## config.mk

```make
export PLATFORM = sky130hd
export DESIGN_NAME = axi4lite_master
export DESIGN_NICKNAME = d
export VERILOG_FILES = /design/src/rtl/axi4lite_master.sv
export SDC_FILE = /design/constraint.sdc
export NUM_CORES = 1
export LEC_CHECK = 0
export CELL_PAD_IN_SITES_DETAIL_PLACEMENT = 1
export CELL_PAD_IN_SITES_GLOBAL_PLACEMENT = 1
export CORE_MARGIN = 8
export CORE_UTILIZATION = 26
export DETAILED_ROUTE_END_ITERATION = 10
export GPL_TIMING_DRIVEN = 0
export HOLD_SLACK_MARGIN = 0.15
export PLACE_DENSITY_LB_ADDON = 0.1
export SLEW_MARGIN = 10
export SYNTH_ARGS = -nofsm -noshare
export SYNTH_HDL_FRONTEND = slang
export SYNTH_SLANG_ARGS = --single-unit
```

## constraint.sdc

```tcl
create_clock -name axi4l_aclk -period 1.5 [get_ports axi4l_aclk]
set_clock_uncertainty 0.2 [all_clocks]
set_input_delay 0.45 -clock axi4l_aclk [delete_from_list [all_inputs] [get_ports axi4l_aclk]]
set_output_delay 0.45 -clock axi4l_aclk [all_outputs]
set_load 0.005 [all_outputs]
```

## src/rtl/axi4lite_master.sv

```systemverilog
// AXI4-Lite master: one outstanding register read/write per command.
// Define AXI4L_MASTER_TIMEOUT_EN to abort stalled transactions with resp 2'b11.
module axi4lite_master #(
   parameter int ADDR_WIDTH     = 8,
   parameter int DATA_WIDTH     = 32,
   parameter int TIMEOUT_CYCLES = 255
) (
   input  logic                    axi4l_aclk,
   input  logic                    axi4l_areset,
   input  logic                    cmd_valid,
   output logic                    cmd_ready,
   input  logic                    cmd_write,
   input  logic [ADDR_WIDTH-1:0]   cmd_addr,
   input  logic [DATA_WIDTH-1:0]   cmd_wdata,
   output logic                    rsp_valid,
   input  logic                    rsp_ready,
   output logic [DATA_WIDTH-1:0]   rsp_rdata,
   output logic [1:0]              rsp_resp,
   output logic                    axi4l_awvalid,
   input  logic                    axi4l_awready,
   output logic [ADDR_WIDTH-1:0]   axi4l_awaddr,
   output logic [2:0]              axi4l_awprot,
   output logic                    axi4l_wvalid,
   input  logic                    axi4l_wready,
   output logic [DATA_WIDTH-1:0]   axi4l_wdata,
   output logic [DATA_WIDTH/8-1:0] axi4l_wstrb,
   input  logic                    axi4l_bvalid,
   output logic                    axi4l_bready,
   input  logic [1:0]              axi4l_bresp,
   output logic                    axi4l_arvalid,
   input  logic                    axi4l_arready,
   output logic [ADDR_WIDTH-1:0]   axi4l_araddr,
   output logic [2:0]              axi4l_arprot,
   input  logic                    axi4l_rvalid,
   output logic                    axi4l_rready,
   input  logic [DATA_WIDTH-1:0]   axi4l_rdata,
   input  logic [1:0]              axi4l_rresp
);

   localparam logic [2:0] S_IDLE         = 3'd0;
   localparam logic [2:0] S_WR_ADDR_DATA = 3'd1;
   localparam logic [2:0] S_WR_RESP      = 3'd2;
   localparam logic [2:0] S_RD_ADDR      = 3'd3;
   localparam logic [2:0] S_RD_DATA      = 3'd4;
   localparam logic [2:0] S_RSP          = 3'd5;

   logic [2:0]            r_state;
   logic                  r_cmd_ready;
   logic [ADDR_WIDTH-1:0] r_addr;
   logic [DATA_WIDTH-1:0] r_wdata;
   logic                  r_awvalid;
   logic                  r_wvalid;
   logic                  r_aw_done;
   logic                  r_w_done;
   logic                  r_bready;
   logic                  r_arvalid;
   logic                  r_rready;
   logic                  r_rsp_valid;
   logic [DATA_WIDTH-1:0] r_rsp_rdata;
   logic [1:0]            r_rsp_resp;

   logic w_accept;
   logic w_busy;
   logic w_progress;
   logic w_timeout;
   logic w_abort;

   assign w_accept = (r_state == S_IDLE) & r_cmd_ready & cmd_valid;
   assign w_busy   = (r_state == S_WR_ADDR_DATA) | (r_state == S_WR_RESP) |
                     (r_state == S_RD_ADDR) | (r_state == S_RD_DATA);

   // A phase that completes on the timeout edge wins over the abort.
   always_comb begin
      w_progress = 1'b0;
      case (r_state)
         S_WR_ADDR_DATA: w_progress = r_aw_done & r_w_done;
         S_WR_RESP:      w_progress = axi4l_bvalid;
         S_RD_ADDR:      w_progress = axi4l_arready;
         S_RD_DATA:      w_progress = axi4l_rvalid;
         default:        w_progress = 1'b0;
      endcase
   end

`ifdef AXI4L_MASTER_TIMEOUT_EN
   localparam int CW = $clog2(TIMEOUT_CYCLES + 1);

   logic [CW-1:0] r_cnt;

   always_ff @(posedge axi4l_aclk) begin
      if (axi4l_areset || r_state == S_IDLE) begin
         r_cnt <= '0;
      end else if (w_busy) begin
         r_cnt <= r_cnt + 1'b1;
      end
   end

   assign w_timeout = w_busy & (r_cnt == CW'(TIMEOUT_CYCLES - 1));
`else
   assign w_timeout = 1'b0;
`endif

   assign w_abort = w_timeout & ~w_progress;

   always_ff @(posedge axi4l_aclk) begin
      if (axi4l_areset) begin
         r_state     <= S_IDLE;
         r_cmd_ready <= 1'b0;
         r_addr      <= '0;
         r_wdata     <= '0;
         r_awvalid   <= 1'b0;
         r_wvalid    <= 1'b0;
         r_aw_done   <= 1'b0;
         r_w_done    <= 1'b0;
         r_bready    <= 1'b0;
         r_arvalid   <= 1'b0;
         r_rready    <= 1'b0;
         r_rsp_valid <= 1'b0;
         r_rsp_rdata <= '0;
         r_rsp_resp  <= 2'b00;
      end else begin
         case (r_state)
            S_IDLE: begin
               r_cmd_ready <= 1'b1;
               if (w_accept) begin
                  r_cmd_ready <= 1'b0;
                  r_addr      <= cmd_addr;
                  r_wdata     <= cmd_wdata;
                  if (cmd_write) begin
                     r_state   <= S_WR_ADDR_DATA;
                     r_awvalid <= 1'b1;
                     r_wvalid  <= 1'b1;
                     r_aw_done <= 1'b0;
                     r_w_done  <= 1'b0;
                  end else begin
                     r_state   <= S_RD_ADDR;
                     r_arvalid <= 1'b1;
                  end
               end
            end
            S_WR_ADDR_DATA: begin
               if (r_aw_done && r_w_done) begin
                  r_state  <= S_WR_RESP;
                  r_bready <= 1'b1;
               end else begin
                  if (r_awvalid && axi4l_awready) begin
                     r_awvalid <= 1'b0;
                     r_aw_done <= 1'b1;
                  end
                  if (r_wvalid && axi4l_wready) begin
                     r_wvalid <= 1'b0;
                     r_w_done <= 1'b1;
                  end
               end
            end
            S_WR_RESP: begin
               if (axi4l_bvalid) begin
                  r_bready    <= 1'b0;
                  r_rsp_resp  <= axi4l_bresp;
                  r_rsp_rdata <= '0;
                  r_rsp_valid <= 1'b1;
                  r_state     <= S_RSP;
               end
            end
            S_RD_ADDR: begin
               if (axi4l_arready) begin
                  r_arvalid <= 1'b0;
                  r_rready  <= 1'b1;
                  r_state   <= S_RD_DATA;
               end
            end
            S_RD_DATA: begin
               if (axi4l_rvalid) begin
                  r_rready    <= 1'b0;
                  r_rsp_rdata <= axi4l_rdata;
                  r_rsp_resp  <= axi4l_rresp;
                  r_rsp_valid <= 1'b1;
                  r_state     <= S_RSP;
               end
            end
            S_RSP: begin
               if (rsp_ready) begin
                  r_rsp_valid <= 1'b0;
                  r_cmd_ready <= 1'b1;
                  r_state     <= S_IDLE;
               end
            end
            default: begin
               r_state <= S_IDLE;
            end
         endcase
         if (w_abort) begin
            r_awvalid   <= 1'b0;
            r_wvalid    <= 1'b0;
            r_bready    <= 1'b0;
            r_arvalid   <= 1'b0;
            r_rready    <= 1'b0;
            r_rsp_valid <= 1'b1;
            r_rsp_resp  <= 2'b11;
            r_rsp_rdata <= '0;
            r_state     <= S_RSP;
         end
      end
   end

   assign cmd_ready     = r_cmd_ready;
   assign rsp_valid     = r_rsp_valid;
   assign rsp_rdata     = r_rsp_rdata;
   assign rsp_resp      = r_rsp_resp;
   assign axi4l_awvalid = r_awvalid;
   assign axi4l_awaddr  = r_addr;
   assign axi4l_awprot  = 3'b000;
   assign axi4l_wvalid  = r_wvalid;
   assign axi4l_wdata   = r_wdata;
   assign axi4l_wstrb   = '1;
   assign axi4l_bready  = r_bready;
   assign axi4l_arvalid = r_arvalid;
   assign axi4l_araddr  = r_addr;
   assign axi4l_arprot  = 3'b000;
   assign axi4l_rready  = r_rready;

endmodule

```

==> results.sh <==
export IMPL_cts_made_buffers=9
export IMPL_synth_ff_type="dfxtp_1"
export IMPL_area_delta_synth_final_pct=67.9
export IMPL_violations="setup timing"
export IMPL_ir_worst_vdd_v=0.000511
export IMPL_drt_vias_per_instance=4.85
export IMPL_drv_slew=0
export IMPL_grt_pass1_vias=4199
export IMPL_min_period_over_period_pct=106
export IMPL_path_class="reg -> reg"
export IMPL_critPathCaptureType="flip-flop"
export IMPL_rows=44
export IMPL_antenna_found_initial=2
export IMPL_vias=4017
export IMPL_final_area_um2=6300
export IMPL_fin_cells=828
export IMPL_fin_nets=724
export IMPL_routed_wl_um=15000
export IMPL_cts_tree="built"
export IMPL_worstPathRequired_ns=1.57
export IMPL_drt_pass1_iterations=4
export IMPL_finalWorstSetupSlack_ns=-0.0928
export IMPL_period_needed_ns=1.59
export IMPL_gp_congestion=0.761
export IMPL_power_total_uw=6210
export IMPL_antenna_left=0
export IMPL_synth_top_area_share_pct=45.9
export IMPL_hpwl_um=10900
export IMPL_worstHoldPathType="reg -> reg"
export IMPL_die_area_um2=18500
export IMPL_arrival_ns=1.66
export IMPL_grt_use_total_pct=15.7
export IMPL_fp_dieH_um=136
export IMPL_dp_cells=797
export IMPL_htreeDepth=3
export IMPL_grt_max_degree=14
export IMPL_clock_root_buffer="clkbuf_16"
export IMPL_final_util_pct=44.0
export IMPL_synth_enable_flop_cells=0
export IMPL_clk_latency_ns=0.34
export IMPL_pre_cts_slack_ns=-0.833
export IMPL_cts_sinks=86
export IMPL_p_leak_uw=0.00254
export IMPL_initial_core_util_pct=26.2
export IMPL_rsz0062_at_grt="true"
export IMPL_yosysSeqAreaShare_pct=45.9
export IMPL_fill_cells=1725
export IMPL_synth_area_top_cells="dfxtp_1 (46%), nand3_1 (9.9%), a21oi_1 (9.1%)"
export IMPL_drv_cap=0
export IMPL_port_buffers=174
export IMPL_synthArstFlopShare_pct=0
export IMPL_die_w_um=136
export IMPL_layout_drive_gt1_share_pct=48.5
export IMPL_fmax_mhz=628
export IMPL_wl_per_cell_um=18.1
export IMPL_clockBufferDepth=2
export IMPL_yosys_warnings=0
export IMPL_netlist_area_um2=3750
export IMPL_drtIter0Drc=202
export IMPL_worst_setup_path_start_kind="flip-flop"
export IMPL_avgSynthCellArea_um2=8.71
export IMPL_gr_total_overflow=0
export IMPL_clk_pin_slew_ns=0.06
export IMPL_yosysUniqueCellTypes=45
export IMPL_syn_inst=431
export IMPL_status="finished with violations"
export IMPL_core_um2=14300
export IMPL_powerDensity_nw_per_um2=985
export IMPL_dpl_cell_area_um2=5760
export IMPL_crit_fanout=7
export IMPL_io_pins=185
export IMPL_drc=0
export IMPL_finalHoldViolCount=0
export IMPL_cts_hold_buf=0
export IMPL_setup_viol=42
export IMPL_yosysTopAreaCell="dfxtp_1"
export IMPL_ys_seq_elements=86
export IMPL_grt_pass1_wl_um=22800
[Yosys cell counts, drive strengths merged (2+ instances only)]
cell type / number
nand3b: 2
dfxtp: 86
o21ai: 42
nand3: 74
nor3: 4
buf: 50
nand4bb: 2
a21oi: 78
inv: 3
nor2: 3
a32o: 2
mux2i: 2
o22ai: 2
nor3b: 4
conb: 2
o31ai: 3
clkbuf: 15
nand2: 17
o211ai: 19
[layout make-up]
cell class / count / area (um^2) / area share, %
clock buffers: 12 / 246 / 3.91
repair buffers: 192 / 1530 / 24.3
multi-input cells: 285 / 1810 / 28.7
well taps: 184 / 230 / 3.65
inverters: 3 / 15.0 / 0.238
plain buffers: 61 / 572 / 9.07
flip-flops and latches: 86 / 1820 / 29.0
diodes: 1 / 2.50 / 0.0397
clock inverters: 4 / 70.1 / 1.11
[registers in the layout, indices dropped and copies added (netlist names)]
signal and cells:
cmd_ready 1, r_state 3, rsp_valid 1, axi4l_wdata 32, axi4l_bready 1, axi4l_arvalid 1
rsp_resp 2, r_aw_done 1, axi4l_araddr 8, rsp_rdata 32, axi4l_awvalid 1, axi4l_rready 1
r_w_done 1, axi4l_wvalid 1
[per-layer routing]
metal	vias up	wire length [um]	track usage, %
li1	1952	-	-
met1	1931	6310	18.0
met2	117	7350	26.7
met3	15	1150	5.17
met4	2	196	5.67
met5	-	13	0
[per-stage QoR]
stage          hold slack (ns)  setup TNS, ns
2_1_floorplan            0.258              0
3_3_place_gp             0.251         -64.44
3_5_place_dp             0.261         -64.70
4_1_cts                  0.265          -4.08
5_1_grt                  0.276          -4.63
6_report                 0.259          -2.02
[cell usage in the layout, fill, tap and decap left out, drive strengths merged, types with 2 or more instances in the layout]
cell type / count
a32o: 2
a21oi: 78
mux2i: 2
clkinv: 2
bufinv: 2
dfxtp: 86
nor3: 4
clkdlybuf4s50: 80
nand3b: 2
nand2: 17
clkbuf: 23
o211ai: 19
nand4bb: 2
o21ai: 42
o31ai: 3
o22ai: 2
nor3b: 4
nor2: 3
dlygate4sd2: 5
inv: 2
buf: 157
conb: 10
nand3: 74
[path summary, 6_finish.rpt]
| path | from | to | slack (ns) | depth (start not counted) |
|---|---|---|---|---|
| worst min-delay path | rsp_rdata[27] | rsp_rdata[27] | 0.26 | 2 |
| worst min register to register | rsp_rdata[27] | rsp_rdata[27] | 0.26 | 2 |
| worst max-delay path | r_state[0] | rsp_rdata[2] | -0.09 | 6 |
| worst max register to register | r_state[0] | rsp_rdata[2] | -0.09 | 6 |
[report_power, final]
group	internal [uW]	total, uW	switching [uW]
logic	677	1300	619
clock network	1500	2440	937
registers	2400	2480	71.0
[worst max-delay path, stage by stage (launching register included)]
cell and delay (ns):
dfxtp_2 0.33, buf_6 0.14, nor4bb_4 0.29, buf_6 0.20
buf_6 0.13, o211ai_1 0.10, a21oi_1 0.14
[logic make-up (layout without fill, tap and decap cells)]
logic type             after synthesis  in the layout  synth area share, %
other                                2             11                0.200
buffers and inverters               68            272                 10.6
DFF                                 86             86                 45.9
and+or+nand+nor                    116            116                 16.5
AOI/OAI and AO/OA                  156            156                 25.9
muxes                                3              3                0.834
[what timing repair did]
item | 4_1_cts | 5_1_grt
setup endpoints to repair | 175 | 93
setup buffers | 10 | 4
hold endpoints to repair | 0 | 0
gates resized for setup | 523 | 87
pin swaps | 29 | 12
gates cloned | 3 | 1
(Power assumes the default switching activity.)
